<file path="config.mk">
export PLATFORM = sky130hd
export DESIGN_NAME = contador_monitor
export DESIGN_NICKNAME = d
export VERILOG_FILES = /design/src/rtl/contador_monitor.sv
export SDC_FILE = /design/constraint.sdc
export NUM_CORES = 1
export LEC_CHECK = 0
export CORE_ASPECT_RATIO = 1.25
export CORE_UTILIZATION = 50
export DETAILED_ROUTE_END_ITERATION = 10
export HOLD_SLACK_MARGIN = 0.08
export PLACE_DENSITY_LB_ADDON = 0.05
export SLEW_MARGIN = 30
export SYNTH_ARGS = -nofsm -noshare
export SYNTH_HDL_FRONTEND = slang
export SYNTH_SLANG_ARGS = --single-unit
</file>
<file path="constraint.sdc">
create_clock -name clk -period 3.5 [get_ports clk]
set_input_delay 0.7 -clock clk [delete_from_list [all_inputs] [get_ports clk]]
set_output_delay 0.7 -clock clk [all_outputs]
set_load 0.02 [all_outputs]
</file>
<file path="src/rtl/contador_monitor.sv">
`default_nettype none
// ============================================================================
// Module      : contador_monitor
// Description : Locks onto a 4-bit bouncing up/down counter, tracks direction,
//               counts sweeps and flags any step that is not the expected +/-1.
// Revision    : 1.0 - initial release
// ============================================================================
module contador_monitor #(
    parameter int SWEEP_W     = 8,
    parameter int ERR_W       = 4,
    parameter bit AUTO_RESYNC = 1'b1
) (
    input  logic               clk,
    input  logic               rst,
    input  logic               clr,
    input  logic               valid,
    input  logic [3:0]         s_in,
    output logic               locked,
    output logic               dir,
    output logic               top_pulse,
    output logic               bottom_pulse,
    output logic [SWEEP_W-1:0] sweep_count,
    output logic               err,
    output logic [ERR_W-1:0]   err_count,
    output logic [3:0]         exp_s
);

    typedef enum logic [1:0] {
        ST_SYNC  = 2'd0,
        ST_UP    = 2'd1,
        ST_DOWN  = 2'd2,
        ST_ERROR = 2'd3
    } state_t;

    localparam logic [SWEEP_W-1:0] c_SWEEP_MAX = '1;
    localparam logic [ERR_W-1:0]   c_ERR_MAX   = '1;

    state_t             r_state, w_state_nx;
    logic [3:0]         r_prev, w_prev_nx;
    logic               r_dir, w_dir_nx;
    logic               r_top, w_top_nx;
    logic               r_bot, w_bot_nx;
    logic [SWEEP_W-1:0] r_sweep, w_sweep_nx;
    logic               r_err, w_err_nx;
    logic [ERR_W-1:0]   r_err_cnt, w_err_cnt_nx;
    logic [3:0]         r_exp_s, w_exp_s_nx;
    logic [3:0]         w_expected;
    logic               w_match;

    // Only meaningful in UP/DOWN; the turn is taken before prev can wrap.
    assign w_expected = (r_state == ST_DOWN) ? (r_prev - 4'd1) : (r_prev + 4'd1);
    assign w_match    = (s_in == w_expected);

    always_comb begin
        w_state_nx   = r_state;
        w_prev_nx    = r_prev;
        w_dir_nx     = r_dir;
        w_top_nx     = 1'b0;
        w_bot_nx     = 1'b0;
        w_sweep_nx   = r_sweep;
        w_err_nx     = r_err;
        w_err_cnt_nx = r_err_cnt;
        w_exp_s_nx   = r_exp_s;
        if (clr) begin
            w_state_nx   = ST_SYNC;
            w_prev_nx    = 4'd0;
            w_dir_nx     = 1'b0;
            w_sweep_nx   = '0;
            w_err_nx     = 1'b0;
            w_err_cnt_nx = '0;
            w_exp_s_nx   = 4'd0;
        end else if (r_state == ST_ERROR) begin
            if (AUTO_RESYNC) begin
                w_state_nx = ST_SYNC;
            end
        end else if (valid) begin
            case (r_state)
                ST_SYNC: begin
                    if (s_in == 4'd0) begin
                        w_state_nx = ST_UP;
                        w_dir_nx   = 1'b0;
                        w_prev_nx  = s_in;
                    end else if (s_in == 4'd15) begin
                        w_state_nx = ST_DOWN;
                        w_dir_nx   = 1'b1;
                        w_prev_nx  = s_in;
                    end
                end
                default: begin
                    if (w_match) begin
                        w_prev_nx = s_in;
                        if (r_state == ST_UP && s_in == 4'd15) begin
                            w_state_nx = ST_DOWN;
                            w_dir_nx   = 1'b1;
                            w_top_nx   = 1'b1;
                        end else if (r_state == ST_DOWN && s_in == 4'd0) begin
                            w_state_nx = ST_UP;
                            w_dir_nx   = 1'b0;
                            w_bot_nx   = 1'b1;
                            if (r_sweep != c_SWEEP_MAX) begin
                                w_sweep_nx = r_sweep + 1'b1;
                            end
                        end
                    end else begin
                        // Mismatching sample is discarded; prev and dir hold.
                        w_state_nx = ST_ERROR;
                        w_err_nx   = 1'b1;
                        w_exp_s_nx = w_expected;
                        if (r_err_cnt != c_ERR_MAX) begin
                            w_err_cnt_nx = r_err_cnt + 1'b1;
                        end
                    end
                end
            endcase
        end
    end

    always_ff @(posedge clk or negedge rst) begin
        if (!rst) begin
            r_state   <= ST_SYNC;
            r_prev    <= 4'd0;
            r_dir     <= 1'b0;
            r_top     <= 1'b0;
            r_bot     <= 1'b0;
            r_sweep   <= '0;
            r_err     <= 1'b0;
            r_err_cnt <= '0;
            r_exp_s   <= 4'd0;
        end else begin
            r_state   <= w_state_nx;
            r_prev    <= w_prev_nx;
            r_dir     <= w_dir_nx;
            r_top     <= w_top_nx;
            r_bot     <= w_bot_nx;
            r_sweep   <= w_sweep_nx;
            r_err     <= w_err_nx;
            r_err_cnt <= w_err_cnt_nx;
            r_exp_s   <= w_exp_s_nx;
        end
    end

    assign locked       = (r_state == ST_UP) || (r_state == ST_DOWN);
    assign dir          = r_dir;
    assign top_pulse    = r_top;
    assign bottom_pulse = r_bot;
    assign sweep_count  = r_sweep;
    assign err          = r_err;
    assign err_count    = r_err_cnt;
    assign exp_s        = r_exp_s;

endmodule
`default_nettype wire
</file>
; ---- After elaboration in Yosys (flattened, before gate mapping)
; Index checks and enable logic that the tools add are counted.
[classes]
n_reduce_logical = 19
add_sub_neg = 4
muxes = 63
eq_ne = 14
[op_table]
columns = cell, count
row1 = $mux 4, 19
row2 = $mux 8, 8
row3 = $mux 1, 27
row4 = $mux 2, 9
row5 = $reduce_and 5->1, 2
row6 = $reduce_bool 2->1, 5
row7 = $add 4x1->4 const B, 2
row8 = $add 8x1->8 const B, 1
row9 = $ne 2x2->1 const B, 4
row10 = $ne 4x4->1 const B, 2
row11 = $ne 8x8->1 const B, 1
row12 = $reduce_and 4->1, 2
row13 = $reduce_and 7->1, 1
row14 = $ne 6x2->1 const B, 1
row15 = $reduce_bool 3->1, 2
row16 = $ne 5x5->1 const B, 1
row17 = $eq 2x2->1 const B, 2
row18 = $eq 4x4->1, 1
row19 = $eq 4x4->1 const B, 1
row20 = $logic_not 4->1, 1
row21 = $reduce_bool 4->1, 1
row22 = $sub 4x1->4 const B, 1
row23 = $reduce_and 3->1, 1
row24 = $eq 2x1->1 const B, 1
row25 = other kinds (3), 4
[word_totals]
register_bits = 26
output_inout_bits = 21
inputBits = 8
elab_cells = 109

; ---- Logic depth before layout (Yosys ltp)
[depth]
depth_word = 9
ltp_mapped = 12

; ---- Worst setup path after synthesis
; Ideal clock, no wire load.
[synth_timing]
path_type = register to register
start = register r_state[0]
end = register r_sweep[2] (netlist: sweep_count[2])
setup_ps = 125
slack_ps = 684
stages_incl_launch_ff = 11
n_path_buf = 2
t_arrival_ps = 2691
period_less_slack_ps = 2816
t_required_ps = 3375
path_cell_list = dfrtp_1 > inv_1 > ha_1 > ha_1 > a41o_1 > or3_1 > a21o_1 > buf_6 > buf_2 > nor3b_1 > mux2_2
[synth_between]
elab_chain_len = 5
word_cells_on_any_way = 14
cone_classes = eq/ne: 7 / mux: 1 / reduce/logical: 6
[synth_rtl]
columns = element, line_no
row1 = "start, declared", 38  ; state_t r_state, w_state_nx;
row2 = "start signal, assigned", 130  ; r_state <= w_state_nx;
row3 = $eq 2x2->1, "51, 96"
row4 = $mux 4, 51  ; assign w_expected = (r_state == ST_DOWN) ? (r_prev - 4'd1) : (r_prev + 4'd1);
row5 = $eq 4x4->1, 52  ; assign w_match = (s_in == w_expected);
row6 = $reduce_bool 2->1 (no source line), --
row7 = $reduce_and 7->1 (no source line) *, --
row8 = "end signal, assigned", 135  ; r_sweep <= w_sweep_nx;
row9 = "end, declared", 43  ; logic [SWEEP_W-1:0] r_sweep, w_sweep_nx;
; Every way passes the cells marked *; elsewhere a longest branch is shown, timed or not.
; A chain may end at the register's enable or synchronous reset.

; ---- Worst setup path in the final report
[layout_timing]
start = register r_state[0]
end = register r_exp_s[0] (netlist: exp_s[0])
[layout_between]
elab_chain_len = 7
word_cells_on_any_way = 14
cone_classes = eq/ne: 6 / mux: 6 / reduce/logical: 2
[layout_rtl]
columns = element, line_no
row1 = $eq 2x2->1, 51
row2 = $mux 4, 51
row3 = $mux 4, 90  ; if (w_match) begin
row4 = $mux 4, 77  ; case (r_state)
row5 = $mux 4, 76  ; end else if (valid) begin
row6 = $mux 4, 72  ; end else if (r_state == ST_ERROR) begin
row7 = $mux 4, 64  ; if (clr) begin
row8 = "end signal, assigned", 138  ; r_exp_s <= w_exp_s_nx;
row9 = "end, declared", 46  ; logic [3:0] r_exp_s, w_exp_s_nx;
; Parallel ways exist; a longest one is shown, timed or not. The select of a mux whose other input is x is not followed.

==> metrics <==
WP buf/inv 1; RD Place Congestion just under 0.8; deepest clock path buffer count 2; post-route cell area 2030 um^2; Max Cap Viol 0; Worst EP arrival 3.40 ns; Worst Path Required about 3.7 ns; critical path fanouts, max 19; I/O pins 29; Die W roughly 54 um; NumNets Final between 200 and 250; Internal Power ~0.00048 W; Post-Synthesis Cell Area 1670 um^2; Combinational Power Share a little under a quarter; Leakage just over 0.9 nW; CP startpoint r_state[0]$_DFFE_PN0P_; pin count of the biggest net entering global routing 27; unrepaired setup endpoints after global routing no; most common flop cell mapped by yosys dfrtp_1; via count 1,376; Via density between 5 and 6; WS Path Type register to register; die area 3570 um^2; initial antenna violation count 0; Resized Gates After CTS 0; Crit-path slowest cell a21o_1; final hold viol count 0; Final Critical Period roughly 3.2 ns; relative slew slack about 63%; Congestion Overflow GR 0; share of cells above drive strength 1 7.88%; final WL roughly 3.5 mm; fin crit share 92.5%; Clock power frac 28.8%; post-route ant nets 0; setup violation total in the final timing report 0; worst slew pin tran 0.555 ns; yosys warns 0; Net Sw Power between 0.00015 and 0.0002 W; Die Y around 67 um; Reg2Reg Launch Point r_state[0]$_DFFE_PN0P_; root buf cell clkbuf_8; Slew Limit Fails 0; switch share ~29%; synth top area cells dfrtp_1 (39%), ha_1 (6.7%), mux2i_1 (6.6%), nand2_1 (5.6%), mux2_2 (4.7%); Worst Setup EP exp_s[0]$_DFFE_PN0P_; reg-to-reg endpoint exp_s[0]$_DFFE_PN0P_; cell depth of the worst setup path 10; pwr dens 334 nW/um^2; TNS Setup 0 ns; Post-synth ARST share 100%; post-synth cell types 40; Wirelength per Cell ~15 um; worst hold path class register to register; CP Capture Type register; Post-synth EDFFs 0; post-synthesis sequential area ratio approximately 40%; DRT Pass-1 Iters 4; R2R cell count 10; vias in the first global route ~1.3k; diode count 0; Sequential Power Share between 40 and 50%; Startpoint Class register; CTS tree yes; GRT Total Usage between 20% and 30%; Post-Route Skew 0.00367 ns; clk slew on worst S/H paths roughly 0.09 ns; Post-CTS Setup Inserts 0; area post-placement 1970 um^2; Detail Placement HPWL 2.64 mm; crit-path cells inv_1 -> ha_1 -> xor2_1 -> ha_1 -> a21oi_1 -> xnor2_1 -> mux2i_1 -> a21o_1 -> and2_1 -> mux2_1; CORE AREA ~3200 um^2; first-pass GRT wire length approximately 5.6 mm; Skew-Pair Late Insertion Delay between 0.2 and 0.3 ns; crit-path most repeated cell ha_1; Peak VDD IR 202 uV; initial DRC count 46; area fraction of the dominant cell type after synthesis about two fifths; status complete, no violations; CTS Hold Buffers Added 0; initial core utilization 52.3%; Avg Inst Size Synth roughly 9.4 um^2; H-Tree Depth 1; Synth area leader dfrtp_1; Top Family by Delay on Critical Path multiplexers; cts bufs inserted 3; Cells after Synth around 180; IO buf count 28; fmax a little over 0.3 GHz; slack of the worst reg-to-reg path between 0.2 and 0.3 ns; DRC viols 0; most frequent cell after synthesis dfrtp_1; Rows 23; Synth-to-Final Area Change 21.6%; clock tree sinks 26; synth cell count leaders dfrtp_1 (26), nand2_1 (25), nor2b_1 (12); post-synthesis register bit count 26; CP max stage delay about 0.48 ns; WHS Path Cells 1; Synth Net Count around 190
registers in the layout, indices dropped and copies added, names as in the netlist:
name and flops:
top_pulse 1, bottom_pulse 1, sweep_count 8, dir 1, err_count 4, r_state 2, exp_s 4, r_prev 4
err 1
cell usage in the layout, fill, tap and decap left out, types with 4 or more instances in the layout:
cell type,Yosys,layout
clkbuf_8,0,4
clkdlybuf4s50_1,0,28
inv_1,7,7
mux2i_1,11,11
mux2_2,7,7
nor2b_1,12,12
nor2_1,10,10
nand3_1,7,7
dfrtp_1,26,26
nor4_1,5,5
and2_1,4,4
nand2_1,25,25
ha_1,9,9
worst min-delay path by stage:
stage	startpoint	endpoint	slack, ns
floorplan	rst	bottom_pulse$_DFF_PN0_	0.40
detailed placement	err$_DFFE_PN0P_	err$_DFFE_PN0P_	0.48
CTS	err$_DFFE_PN0P_	err$_DFFE_PN0P_	0.50
finish	err$_DFFE_PN0P_	err$_DFFE_PN0P_	0.50
global placement	err$_DFFE_PN0P_	err$_DFFE_PN0P_	0.49
global route	err$_DFFE_PN0P_	err$_DFFE_PN0P_	0.53
cells by family (layout without fill, tap and decap cells):
| family | after synthesis | in the layout | synth area share [%] |
|---|---|---|---|
| fa+ha+maj | 9 | 9 | 6.75 |
| flops | 26 | 26 | 39.0 |
| simple gates | 77 | 77 | 23.6 |
| mux | 19 | 19 | 12.0 |
| buf+inv | 16 | 42 | 4.20 |
| compound gates | 23 | 23 | 10.3 |
| xor+xnor | 7 | 7 | 4.12 |
through the flow:
stage	utilization (%)	hold slack [ns]	setup WS (ns)	instances	total power [W]
3_3_place_gp	61.8	0.485	0.437	236	0.000483
3_5_place_dp	61.8	0.480	0.318	236	0.000489
5_1_grt	63.5	0.534	0.0691	240	0.000709
4_1_cts	63.5	0.501	0.300	240	0.000684
2_1_floorplan	-	0.404	0.684	177	0.000439
6_report	63.5	0.498	0.262	240	0.000678
final cells by class:
| class | count | area, um^2 |
|---|---|---|
| sequential | 26 | 651 |
| fill | 268 | 1160 |
| clock buffer | 4 | 55.1 |
| inverter | 7 | 26.3 |
| tap | 37 | 46.3 |
| multi-input combinational | 135 | 948 |
| timing repair buffer | 31 | 303 |
power groups by stage:
| stage | Clock (W) | Combinational, W | Sequential [W] |
|---|---|---|---|
| after global routing | 0.000209 | 0.000177 | 0.000324 |
| after global placement | 0 | 0.000156 | 0.000327 |
| after CTS | 0.000201 | 0.000162 | 0.000322 |
| after floorplan | 0 | 0.000106 | 0.000332 |
| final | 0.000196 | 0.000161 | 0.000322 |
| after detailed placement | 0 | 0.000161 | 0.000328 |
layer usage:
metal	GRT usage, %	wire length, um
met5	0	0
met2	39.0	1800
met4	7.24	59
met1	25.0	1570
met3	2.74	109
worst register-to-register path: stages (launching register included):
cell and delay, ns:
dfrtp_1 0.43, inv_1 0.12, ha_1 0.37, xor2_1 0.13, ha_1 0.20, a21oi_1 0.17
xnor2_1 0.19, mux2i_1 0.31, a21o_1 0.48, and2_1 0.38, mux2_1 0.35
Note: power is estimated with default switching activity, not from simulation.
